## src/rtl/conv_pkg.sv

```systemverilog
// Shared definitions for the 3x3 convolution window controller:
// controller states, kernel codes, switch decode values and image defaults.
package conv_pkg;

    localparam int IMG_W_DEF = 640;
    localparam int IMG_H_DEF = 480;
    localparam int AW_DEF    = 10;
    localparam int ROW_W     = 10;
    localparam int SW_W      = 18;

    // Whole-bank switch patterns that select a filter; anything else is passthrough.
    localparam logic [SW_W-1:0] SW_SHARP = 18'd1;
    localparam logic [SW_W-1:0] SW_GAUSS = 18'd3;
    localparam logic [SW_W-1:0] SW_RIDGE = 18'd7;

    typedef enum logic [2:0] {
        ST_IDLE,
        ST_FILL,
        ST_RUN,
        ST_EOL,
        ST_FLUSH,
        ST_DONE
    } state_e;

    typedef enum logic [1:0] {
        KSEL_PASS  = 2'd0,
        KSEL_SHARP = 2'd1,
        KSEL_GAUSS = 2'd2,
        KSEL_RIDGE = 2'd3
    } kernel_e;

    function automatic kernel_e sw_to_kernel(input logic [SW_W-1:0] sw);
        kernel_e k;
        case (sw)
            SW_SHARP: k = KSEL_SHARP;
            SW_GAUSS: k = KSEL_GAUSS;
            SW_RIDGE: k = KSEL_RIDGE;
            default:  k = KSEL_PASS;
        endcase
        return k;
    endfunction

endpackage

```

## src/rtl/conv_window_ctrl_if.sv

```systemverilog
// Pixel-in / window-out handshake bundle of the window controller.
// The slave modport is the controller's view, master is the source/sink view.
interface conv_window_ctrl_if
    import conv_pkg::*;
#(
    parameter int AW = AW_DEF
);

    logic             in_valid;
    logic             in_sof;
    logic             in_ready;
    logic             win_valid;
    logic [AW-1:0]    win_x;
    logic [ROW_W-1:0] win_y;
    logic             win_border;

    modport master (
        output in_valid,
        output in_sof,
        input  in_ready,
        input  win_valid,
        input  win_x,
        input  win_y,
        input  win_border
    );

    modport slave (
        input  in_valid,
        input  in_sof,
        output in_ready,
        output win_valid,
        output win_x,
        output win_y,
        output win_border
    );

endinterface

```

## src/rtl/conv_xy_counter.sv

```systemverilog
// Column/row position counter for the raster walk. Clear restarts at the
// origin (optionally already stepped to column 1 for the pixel taken that
// cycle); row advance also returns the column to 0.
module conv_xy_counter
    import conv_pkg::*;
#(
    parameter int IMG_W = IMG_W_DEF,
    parameter int IMG_H = IMG_H_DEF,
    parameter int AW    = AW_DEF
) (
    input  logic             clk,
    input  logic             reset,
    input  logic             i_clear,
    input  logic             i_col_en,
    input  logic             i_row_en,
    output logic [AW-1:0]    o_col,
    output logic [ROW_W-1:0] o_row,
    output logic             o_eol,
    output logic             o_eof
);

    logic [AW-1:0]    r_col;
    logic [ROW_W-1:0] r_row;

    // Position update; clear wins over row advance, which wins over column step.
    always_ff @(posedge clk) begin
        if (reset) begin
            r_col <= '0;
            r_row <= '0;
        end else if (i_clear) begin
            r_col <= i_col_en ? AW'(1) : '0;
            r_row <= '0;
        end else if (i_row_en) begin
            r_col <= '0;
            r_row <= r_row + ROW_W'(1);
        end else if (i_col_en) begin
            r_col <= r_col + AW'(1);
        end
    end

    assign o_col = r_col;
    assign o_row = r_row;
    assign o_eol = (r_col == AW'(IMG_W - 1));
    assign o_eof = (r_row == ROW_W'(IMG_H - 1));

endmodule

```

## src/rtl/conv_window_ctrl.sv

```systemverilog
// Sequences the 3x3 convolution datapath over a raster pixel stream: tracks
// the input position, drives the two line-buffer ports and emits one window
// per pixel, one cycle after the line-buffer read it depends on. Frames need
// IMG_W >= 2 and IMG_H >= 2 for a sensible window pattern.
module conv_window_ctrl
    import conv_pkg::*;
#(
    parameter int IMG_W = IMG_W_DEF,
    parameter int IMG_H = IMG_H_DEF,
    parameter int AW    = AW_DEF
) (
    input  logic              clk,
    input  logic              reset,
    input  logic [SW_W-1:0]   SW,
    conv_window_ctrl_if.slave bus,
    output logic [AW-1:0]     lb_wraddr,
    output logic [AW-1:0]     lb_rdaddr,
    output logic              lb_wren,
    output logic              lb_sel,
    output logic [1:0]        kernel_sel,
    output logic              frame_done,
    output logic              sync_err
);

    state_e           r_state;
    state_e           w_next;

    logic [AW-1:0]    w_col;
    logic [ROW_W-1:0] w_row;
    logic             w_eol;
    logic             w_eof;

    logic             w_in_ready;
    logic             w_accept;
    logic             w_start;
    logic             w_restart;
    logic             w_frame_pix;

    logic             w_clear;
    logic             w_col_en;
    logic             w_row_en;
    logic             w_toggle;
    logic             w_emit;
    logic [AW-1:0]    w_emit_x;
    logic [ROW_W-1:0] w_emit_y;

    logic             r_win_valid;
    logic [AW-1:0]    r_win_x;
    logic [ROW_W-1:0] r_win_y;
    logic             r_win_border;
    kernel_e          r_kernel;
    logic             r_lb_sel;
    logic             r_frame_done;
    logic             r_sync_err;

    function automatic logic is_border(input logic [AW-1:0] x, input logic [ROW_W-1:0] y);
        return (x == '0) || (x == AW'(IMG_W - 1)) || (y == '0) || (y == ROW_W'(IMG_H - 1));
    endfunction

    conv_xy_counter #(
        .IMG_W (IMG_W),
        .IMG_H (IMG_H),
        .AW    (AW)
    ) u_xy (
        .clk      (clk),
        .reset    (reset),
        .i_clear  (w_clear),
        .i_col_en (w_col_en),
        .i_row_en (w_row_en),
        .o_col    (w_col),
        .o_row    (w_row),
        .o_eol    (w_eol),
        .o_eof    (w_eof)
    );

    // Input is stalled only while the controller is producing windows on its own.
    assign w_in_ready  = (r_state != ST_EOL) && (r_state != ST_FLUSH);
    assign w_accept    = bus.in_valid && w_in_ready;
    assign w_start     = w_accept && bus.in_sof;
    assign w_restart   = w_start && ((r_state == ST_FILL) || (r_state == ST_RUN));
    assign w_frame_pix = w_accept && (bus.in_sof || (r_state == ST_FILL) || (r_state == ST_RUN));

    assign bus.in_ready = w_in_ready;
    assign lb_wren      = w_frame_pix;
    assign lb_wraddr    = w_start ? '0 : w_col;
    assign lb_rdaddr    = w_start ? '0 : w_col;

    // Next state, counter control and the window to be launched this cycle.
    always_comb begin
        w_next   = r_state;
        w_clear  = 1'b0;
        w_col_en = 1'b0;
        w_row_en = 1'b0;
        w_toggle = 1'b0;
        w_emit   = 1'b0;
        w_emit_x = '0;
        w_emit_y = '0;
        if (w_start) begin
            w_clear  = 1'b1;
            w_col_en = 1'b1;
            w_next   = (IMG_H > 1) ? ST_FILL : ST_RUN;
        end else begin
            case (r_state)
                ST_IDLE: begin
                    w_next = ST_IDLE;
                end
                ST_DONE: begin
                    w_next = ST_IDLE;
                end
                ST_FILL: begin
                    if (w_accept) begin
                        if (w_eol) begin
                            w_row_en = 1'b1;
                            w_toggle = 1'b1;
                            w_next   = ST_RUN;
                        end else begin
                            w_col_en = 1'b1;
                        end
                    end
                end
                ST_RUN: begin
                    if (w_accept) begin
                        if (w_col != '0) begin
                            w_emit   = 1'b1;
                            w_emit_x = w_col - AW'(1);
                            w_emit_y = w_row - ROW_W'(1);
                        end
                        if (w_eol) begin
                            w_next = ST_EOL;
                        end else begin
                            w_col_en = 1'b1;
                        end
                    end
                end
                ST_EOL: begin
                    w_emit   = 1'b1;
                    w_emit_x = AW'(IMG_W - 1);
                    w_emit_y = w_row - ROW_W'(1);
                    w_row_en = 1'b1;
                    w_toggle = 1'b1;
                    w_next   = w_eof ? ST_FLUSH : ST_RUN;
                end
                ST_FLUSH: begin
                    w_emit   = 1'b1;
                    w_emit_x = w_col;
                    w_emit_y = ROW_W'(IMG_H - 1);
                    if (w_eol) begin
                        w_next = ST_DONE;
                    end else begin
                        w_col_en = 1'b1;
                    end
                end
                default: begin
                    w_next = ST_IDLE;
                end
            endcase
        end
    end

    // State register.
    always_ff @(posedge clk) begin
        if (reset) begin
            r_state <= ST_IDLE;
        end else begin
            r_state <= w_next;
        end
    end

    // Window outputs lag the accept cycle by one to line up with the RAM read.
    always_ff @(posedge clk) begin
        if (reset) begin
            r_win_valid  <= 1'b0;
            r_win_x      <= '0;
            r_win_y      <= '0;
            r_win_border <= 1'b0;
        end else begin
            r_win_valid <= w_emit;
            if (w_emit) begin
                r_win_x      <= w_emit_x;
                r_win_y      <= w_emit_y;
                r_win_border <= is_border(w_emit_x, w_emit_y);
            end
        end
    end

    // Per-frame controls: kernel latch at frame start, buffer swap per row, status pulses.
    always_ff @(posedge clk) begin
        if (reset) begin
            r_kernel     <= KSEL_PASS;
            r_lb_sel     <= 1'b0;
            r_frame_done <= 1'b0;
            r_sync_err   <= 1'b0;
        end else begin
            r_frame_done <= (r_state == ST_DONE);
            r_sync_err   <= w_restart;
            if (w_start) begin
                r_kernel <= sw_to_kernel(SW);
            end
            if (w_restart) begin
                r_lb_sel <= 1'b0;
            end else if (w_toggle) begin
                r_lb_sel <= ~r_lb_sel;
            end
        end
    end

    assign bus.win_valid  = r_win_valid;
    assign bus.win_x      = r_win_x;
    assign bus.win_y      = r_win_y;
    assign bus.win_border = r_win_border;
    assign kernel_sel     = r_kernel;
    assign lb_sel         = r_lb_sel;
    assign frame_done     = r_frame_done;
    assign sync_err       = r_sync_err;

endmodule
```

## src/flat_wrapper.sv

```systemverilog
// flat-port wrapper written by rule: the top's interface ports become plain ports
module conv_window_ctrl_flat import conv_pkg::*;
#(
    parameter int IMG_W = IMG_W_DEF,
    parameter int IMG_H = IMG_H_DEF,
    parameter int AW    = AW_DEF
)
  (clk, reset, SW, lb_wraddr, lb_rdaddr, lb_wren, lb_sel, kernel_sel, frame_done, sync_err, bus_in_valid, bus_in_sof, bus_in_ready, bus_win_valid, bus_win_x, bus_win_y, bus_win_border);
  conv_window_ctrl_if #(.AW(AW)) bus_i ();
  input  logic clk;
  input  logic reset;
  input  logic [SW_W-1:0] SW;
  output logic [AW-1:0] lb_wraddr;
  output logic [AW-1:0] lb_rdaddr;
  output logic lb_wren;
  output logic lb_sel;
  output logic [1:0] kernel_sel;
  output logic frame_done;
  output logic sync_err;
  input wire logic [$bits(bus_i.in_valid)-1:0] bus_in_valid;
  input wire logic [$bits(bus_i.in_sof)-1:0] bus_in_sof;
  output wire logic [$bits(bus_i.in_ready)-1:0] bus_in_ready;
  output wire logic [$bits(bus_i.win_valid)-1:0] bus_win_valid;
  output wire logic [$bits(bus_i.win_x)-1:0] bus_win_x;
  output wire logic [$bits(bus_i.win_y)-1:0] bus_win_y;
  output wire logic [$bits(bus_i.win_border)-1:0] bus_win_border;
  assign bus_i.in_valid = bus_in_valid;
  assign bus_i.in_sof = bus_in_sof;
  assign bus_in_ready = bus_i.in_ready;
  assign bus_win_valid = bus_i.win_valid;
  assign bus_win_x = bus_i.win_x;
  assign bus_win_y = bus_i.win_y;
  assign bus_win_border = bus_i.win_border;
  conv_window_ctrl #(.IMG_W(IMG_W), .IMG_H(IMG_H), .AW(AW)) u_core (.clk(clk), .reset(reset), .SW(SW), .bus(bus_i), .lb_wraddr(lb_wraddr), .lb_rdaddr(lb_rdaddr), .lb_wren(lb_wren), .lb_sel(lb_sel), .kernel_sel(kernel_sel), .frame_done(frame_done), .sync_err(sync_err));
endmodule
```

## config.mk

```make
export PLATFORM = sky130hd
export DESIGN_NAME = conv_window_ctrl_flat
export DESIGN_NICKNAME = d
export VERILOG_FILES = /design/src/rtl/conv_pkg.sv /design/src/rtl/conv_window_ctrl_if.sv /design/src/rtl/conv_xy_counter.sv /design/src/rtl/conv_window_ctrl.sv /design/src/flat_wrapper.sv
export SDC_FILE = /design/constraint.sdc
export NUM_CORES = 1
export LEC_CHECK = 0
export CORE_MARGIN = 4
export CORE_UTILIZATION = 35
export CTS_BUF_LIST = sky130_fd_sc_hd__clkbuf_2
export DETAILED_ROUTE_END_ITERATION = 6
export GPL_TIMING_DRIVEN = 1
export PLACE_DENSITY = 0.7
export RECOVER_POWER = 25
export SLEW_MARGIN = 20
export SYNTH_ARGS = -nofsm -noshare
export SYNTH_HDL_FRONTEND = slang
export SYNTH_SLANG_ARGS = --single-unit
export TNS_END_PERCENT = 10
```

## constraint.sdc

```tcl
create_clock -name clk -period 2.95 [get_ports clk]
set_input_delay 0.7375 -clock clk [delete_from_list [all_inputs] [get_ports clk]]
set_output_delay 0.7375 -clock clk [all_outputs]
set_load 0.005 [all_outputs]
```

==> flow_metrics.py, run 1 <==
metrics = {
    "synth": {
        "synthDistinctLibCells": 60,
        "yosysWarningCount": 0,
        "yosys.area.top_type": "dfxtp_1",
        "synth_area_per_cell_um2": 7.74,
        "synth.area.top_cells": "dfxtp_1, nor2_1, xnor2_1, nand2_1, xor2_1",
        "synthFlopType": "dfxtp_1",
        "synth_seq_cells": 50,
        "syn-num-nets": 407,
        "synth-edff-count": 0,
        "syn_area_um2": 2950,
        "synth.top_cell.area_share": 0.339,
        "yosysSeqAreaShare": 0.339,
        "synthArstFlopShare": 0,
        "synth_cells": 381,
    },
    "placement": {
        "portBuffers": 70,
        "gp_congestion": 0.853,
        "hpwlAfterDp_um": 5810,
        "place_inst": 539,
        "dpl_cell_area_um2": 3750,
    },
    "clocking": {
        "clock_sinks": 50,
        "insertion_delay_ns": 0.44,
        "numCtsBuffers": 5,
        "cts-root-buf": "clkbuf_2",
        "cts_tree": "built",
        "hold_buffers": 0,
        "clkSlewWorstSetupHoldPaths_ns": 0.26,
        "htree_levels": 2,
        "clockBufferDepth": 2,
    },
    "drt": {
        "met3_length_um": 328,
        "routedWlPerCell_um": 13.9,
        "wl_met1_um": 3480,
        "drt_iter0_markers": 151,
        "drc": 0,
        "top_layer_used": "met4",
        "routed_wirelength_um": 7740,
        "firstDrtPassIters": 4,
        "via_per_inst": 5.21,
        "vias": 2904,
        "drtAntennaViolNets": 0,
        "wl_met2_um": 3820,
    },
    "global_routing": {
        "grt_pass1_wl_um": 12700,
        "antenna_found_initial": 0,
        "grt_max_degree": 23,
        "grt_overflow": 0,
        "grtUsageTotal": 0.154,
        "grt_pass1_vias": 2773,
    },
    "run_status": {
        "violations": "setup timing",
        "outcome": "complete, but fails checks",
    },
    "timing": {
        "hold_viol": 0,
        "setup_violations": 2,
        "fin_skew_ns": 0.0160,
        "rsz0062_at_grt": "yes",
        "period_minus_slack_ns": 2.96,
        "max_clock_freq_ghz": 0.338,
        "min_period_over_period": 1.00,
        "maxSlewHeadroom": 0.587,
        "final_max_slew_viol_count": 0,
        "setup_ws_ns": -0.0117,
        "worst_slew_pin_slew_ns": 0.610,
    },
    "floorplan": {
        "fp.coreArea_um2": 8220,
        "initial_core_util": 0.359,
        "fp-row-count": 33,
        "pin_count": 71,
        "fp.dieW_um": 99.8,
        "die_area_um2": 9960,
        "die_h_um": 99.8,
    },
    "final_layout": {
        "layout_commonest_cell": "nor2_1",
        "area_delta_synth_final_pct": 32.6,
        "nFillCells": 794,
        "stdcell_count": 557,
        "seq_area_um2": 1010,
        "antenna_cells": 0,
        "fin_area_um2": 3910,
        "finalNetCount": 477,
        "final_cell_mix": "nor2_1, dfxtp_1, clkdlybuf4s50_1",
        "drive_above_1_share": 0.124,
        "multi_input_area_um2": 1720,
    },
    "power": {
        "max-vdd-ir-drop_mv": 0.147,
        "pwr_density_cell_nw_per_um2": 278,
        "p_total_uw": 1090,
        "power_leakage_uw": 0.00166,
    },
    "critical_path": {
        "worst_setup_path_end_kind": "primary output",
        "path_class": "register to primary output",
        "crit_path_max_fanout": 5,
        "startpoint_type": "register",
        "r2r_slack_ns": 0.27,
        "arrival_ns": 2.22,
        "required_ns": 2.21,
    },
    "min_path": {
        "hold_path.class": "register to register",
    },
    "flow_run": {
        "cap_viol_max_count": 0,
    },
}
[logic make-up (layout without fill, tap and decap cells)]
| kind of cell | Yosys count | count (layout) | synth area share |
|---|---|---|---|
| simple gates | 170 | 170 | 0.297 |
| mux | 2 | 2 | 0.00679 |
| compound gates | 79 | 79 | 0.179 |
| xor+xnor | 26 | 26 | 0.0772 |
| flops | 50 | 50 | 0.339 |
| buf+inv | 50 | 121 | 0.0831 |
| fa+ha+maj | 4 | 4 | 0.0170 |
[worst paths after layout]
kind	startpoint	end	depth (start not counted)
setup / recovery	u_core.r_state[1]	lb_rdaddr[2]	6
hold / removal	u_core.bus.win_y[3]	u_core.bus.win_y[3]	2
setup reg to reg	u_core.r_state[1]	u_core.u_xy.o_row[8]	9
hold reg to reg	u_core.bus.win_y[3]	u_core.bus.win_y[3]	2
[layer usage]
metal / vias up / track usage
li1: 1475 / -
met4: 0 / 0.0494
met2: 60 / 0.264
met5: - / 0
met1: 1357 / 0.193
met3: 12 / 0.0320
[registers in the layout, indices dropped and copies added, names as in the netlist]
name                   cells
u_core.bus.win_x          10
u_core.bus.win_y          10
u_core.u_xy.o_col         10
u_core.u_xy.o_row         10
u_core.r_state             3
u_core.kernel_sel          2
u_core.bus.win_border      1
u_core.bus.win_valid       1
u_core.frame_done          1
u_core.lb_sel              1
u_core.sync_err            1
[worst max-delay path, cell delays in order, from the launching register on]
cell	delay [ns]
dfxtp_4	0.42
buf_4	0.14
nor3_2	0.20
nor2_1	0.09
and3_1	0.25
nor2_1	0.16
clkdlybuf4s50_1	0.53
[metrics by stage]
step	setup WS (ns)	util	setup TNS, ns	hold WS [ns]
floorplan	0.459	-	0	0.448
global placement	-0.0288	0.457	-0.420	0.449
detailed placement	-0.0912	0.457	-1.13	0.452
CTS	-0.00936	0.467	-0.0186	0.479
global route	-0.134	0.476	-0.813	0.507
finish	-0.0117	0.476	-0.0215	0.472
[power breakdown]
group / switching [µW] / internal, µW
Sequential: 6.25 / 681
Combinational: 52.9 / 63.8
Clock: 225 / 58.3
[timing repair]
item / in CTS / in global routing
buffers inserted: 5 / 5
endpoints found under the hold margin: 0 / 0
resized for setup: 15 / 14
endpoints found under the setup margin: 21 / 16
pin swaps: 9 / 5
[cell usage after synthesis (all sizes together), types with 11 or more instances]
cell type	n
a21oi	19
nor2	61
buf	16
o21ai	17
xor2	11
xnor2	15
nor4	15
clkbuf	25
dfxtp	50
nand2	29
a211oi	11
[area by class of cell]
class	instances	share of cell area
flip-flops and latches	50	0.259
repair buffers	104	0.248
clock inverters	2	0.00224
inverters	9	0.00863
multi-input cells	281	0.441
well taps	105	0.0336
clock buffers	6	0.00768
No activity file was read; power rests on OpenSTA's default activity.
==> inputs of run 2 (changes only) <==
--- a/config.mk
+++ b/config.mk
@@ -11,7 +11,8 @@
 export DETAILED_ROUTE_END_ITERATION = 6
 export GPL_TIMING_DRIVEN = 1
 export PLACE_DENSITY = 0.7
-export RECOVER_POWER = 25
+export RECOVER_POWER = 50
+export REMOVE_ABC_BUFFERS = 1
 export SLEW_MARGIN = 20
 export SYNTH_ARGS = -nofsm -noshare
 export SYNTH_HDL_FRONTEND = slang
==> run 2 against run 1 <==
  * The flow now finishes without violations
  * Non-clock buffer count fell by 8
  * Critical path depth fell by 1
  * Sequential power barely moved
  * Largest cell class unchanged
==> flow_metrics.py, run 2 (synthesis results as in run 1) <==
metrics = {
    "final_layout": {
        "final_cell_mix": "clkdlybuf4s50_1, nor2_1, dfxtp_1",
        "area_delta_synth_final_pct": 30.4,
        "stdcell_count": 549,
        "drive_above_1_share": 0.115,
        "finalNetCount": 469,
        "nFillCells": 808,
        "antenna_cells": 0,
        "layout_commonest_cell": "clkdlybuf4s50_1",
    },
    "critical_path": {
        "startpoint_type": "primary input",
        "arrival_ns": 2.21,
        "worst_setup_path_end_kind": "primary output",
        "path_class": "primary input to primary output",
        "cp_common_cell": "clkdlybuf4s50_1",
        "crit_chain": "clkdlybuf4s50_1 > buf_4 > and3_1 > nor2_1 > clkdlybuf4s50_1",
        "crit_path_max_fanout": 7,
        "required_ns": 2.21,
        "slowest_stage": "clkdlybuf4s50_1",
        "timing.critical_path.buf_inv": 3,
        "critPathTopFamily": "buffers and inverters",
        "slowest_delay_ns": 0.53,
    },
    "timing": {
        "worst_slew_pin_slew_ns": 0.542,
        "maxSlewHeadroom": 0.638,
        "final_max_slew_viol_count": 0,
        "setup_violations": 0,
        "period_minus_slack_ns": 2.94,
        "fin_skew_ns": 0.0366,
        "min_period_over_period": 0.998,
        "max_clock_freq_ghz": 0.340,
        "hold_viol": 0,
        "whs_ns": 0.476,
        "rsz0062_at_grt": "yes",
    },
    "placement": {
        "hpwlAfterDp_um": 5660,
        "place_inst": 536,
        "portBuffers": 70,
        "gp_congestion": 0.943,
    },
    "global_routing": {
        "antenna_found_initial": 0,
        "grt_pass1_vias": 2741,
        "grtUsageTotal": 0.150,
        "grt_pass1_wl_um": 12600,
        "grt_overflow": 0,
        "grt_max_degree": 20,
    },
    "clocking": {
        "numCtsBuffers": 5,
        "cts-root-buf": "clkbuf_2",
        "cts_tree": "built",
        "htree_levels": 2,
        "clock_sinks": 50,
        "clockBufferDepth": 2,
        "hold_buffers": 0,
        "clkSlewWorstSetupHoldPaths_ns": 0.22,
        "insertion_delay_ns": 0.46,
    },
    "floorplan": {
        "fp-row-count": 33,
        "initial_core_util": 0.359,
        "fp.dieW_um": 99.8,
        "die_h_um": 99.8,
        "die_area_um2": 9960,
        "pin_count": 71,
        "fp.coreArea_um2": 8220,
    },
    "flow_run": {
        "cap_viol_max_count": 0,
    },
    "run_status": {
        "outcome": "finished, final reports clean",
    },
    "power": {
        "power_leakage_uw": 0.00146,
        "pwr_density_cell_nw_per_um2": 283,
        "max-vdd-ir-drop_mv": 0.122,
    },
    "drt": {
        "via_per_inst": 5.26,
        "drtAntennaViolNets": 0,
        "drt_iter0_markers": 145,
        "drc": 0,
        "routed_wirelength_um": 7410,
        "firstDrtPassIters": 4,
        "vias": 2888,
        "routedWlPerCell_um": 13.5,
    },
    "min_path": {
        "hold_path.class": "register to register",
    },
}
[run 2: cell types whose count changed in the layout (fill, tap and decap cells not counted), moves of 2 or more]
| cell | delta |
|---|---|
| dlymetal6s2s_1 | -5 |
| dlygate4sd2_1 | -5 |
| clkdlybuf4s50_1 | +23 |
| dlygate4sd3_1 | -14 |
| clkbuf_1 | -4 |
| clkinv_4 | +2 |
[run 2: per-layer routing]
metal	up-vias	wire, µm	GRT usage
met1	1312	3530	0.209
met4	0	62	0.0420
met5	-	0	0
met3	6	513	0.0313
li1	1466	-	-
met2	104	3310	0.237
[run 2: area by class of cell]
cell class	count	area (µm²)	share of cell area
Timing Repair Buffer	96	906	0.236
Inverter	9	33.8	0.00878
Multi-Input combinational cell	281	1720	0.446
Tap cell	105	131	0.0342
Clock buffer	5	25.0	0.00651
Clock inverter	3	21.3	0.00553
Sequential cell	50	1010	0.263
[run 2: worst reg2reg max path, delay by kind of cell, from the launching register on]
family	cells	cell delay, ns
compound gates	4	0.82
flops	1	0.42
buf+inv	2	0.35
simple gates	3	0.78
fa+ha+maj	1	0.21
[run 2: stage by stage]
step	utilization	area (µm²)	setup slack (ns)	total power, µW	setup TNS, ns
finish	0.468	3850	0.00736	1090	0
global route	0.468	3850	-0.116	1140	-1.45
floorplan	-	2740	0.399	744	0
detailed placement	0.454	3730	-0.129	817	-1.65
CTS	0.466	3830	-0.00392	1100	-0.00392
global placement	0.454	3730	-0.0595	814	-0.807
[run 2: what timing repair did]
item	4_1_cts	5_1_grt
hold endpoints to repair	0	0
buffers inserted	5	0
endpoints found under the setup margin	21	20
pin swaps	2	2
cloned	0	0
resized for setup	11	7
[run 2: path summary, 6_finish.rpt]
check                        from               endpoint  slack [ns]  cells past startpoint
max reg2reg  u_core.u_xy.o_col[0]  u_core.bus.win_border        0.36                     10
max                    bus_in_sof           lb_wraddr[0]       0.007                      5
min reg2reg   u_core.bus.win_x[7]    u_core.bus.win_x[7]        0.48                      2
min           u_core.bus.win_x[7]    u_core.bus.win_x[7]        0.48                      2
[run 2: power breakdown]
group          switching (µW)  total (µW)  internal, µW
combinational            52.2         116          64.3
sequential               6.06         687           681
clock                     225         284          59.3
total                     283        1090           805
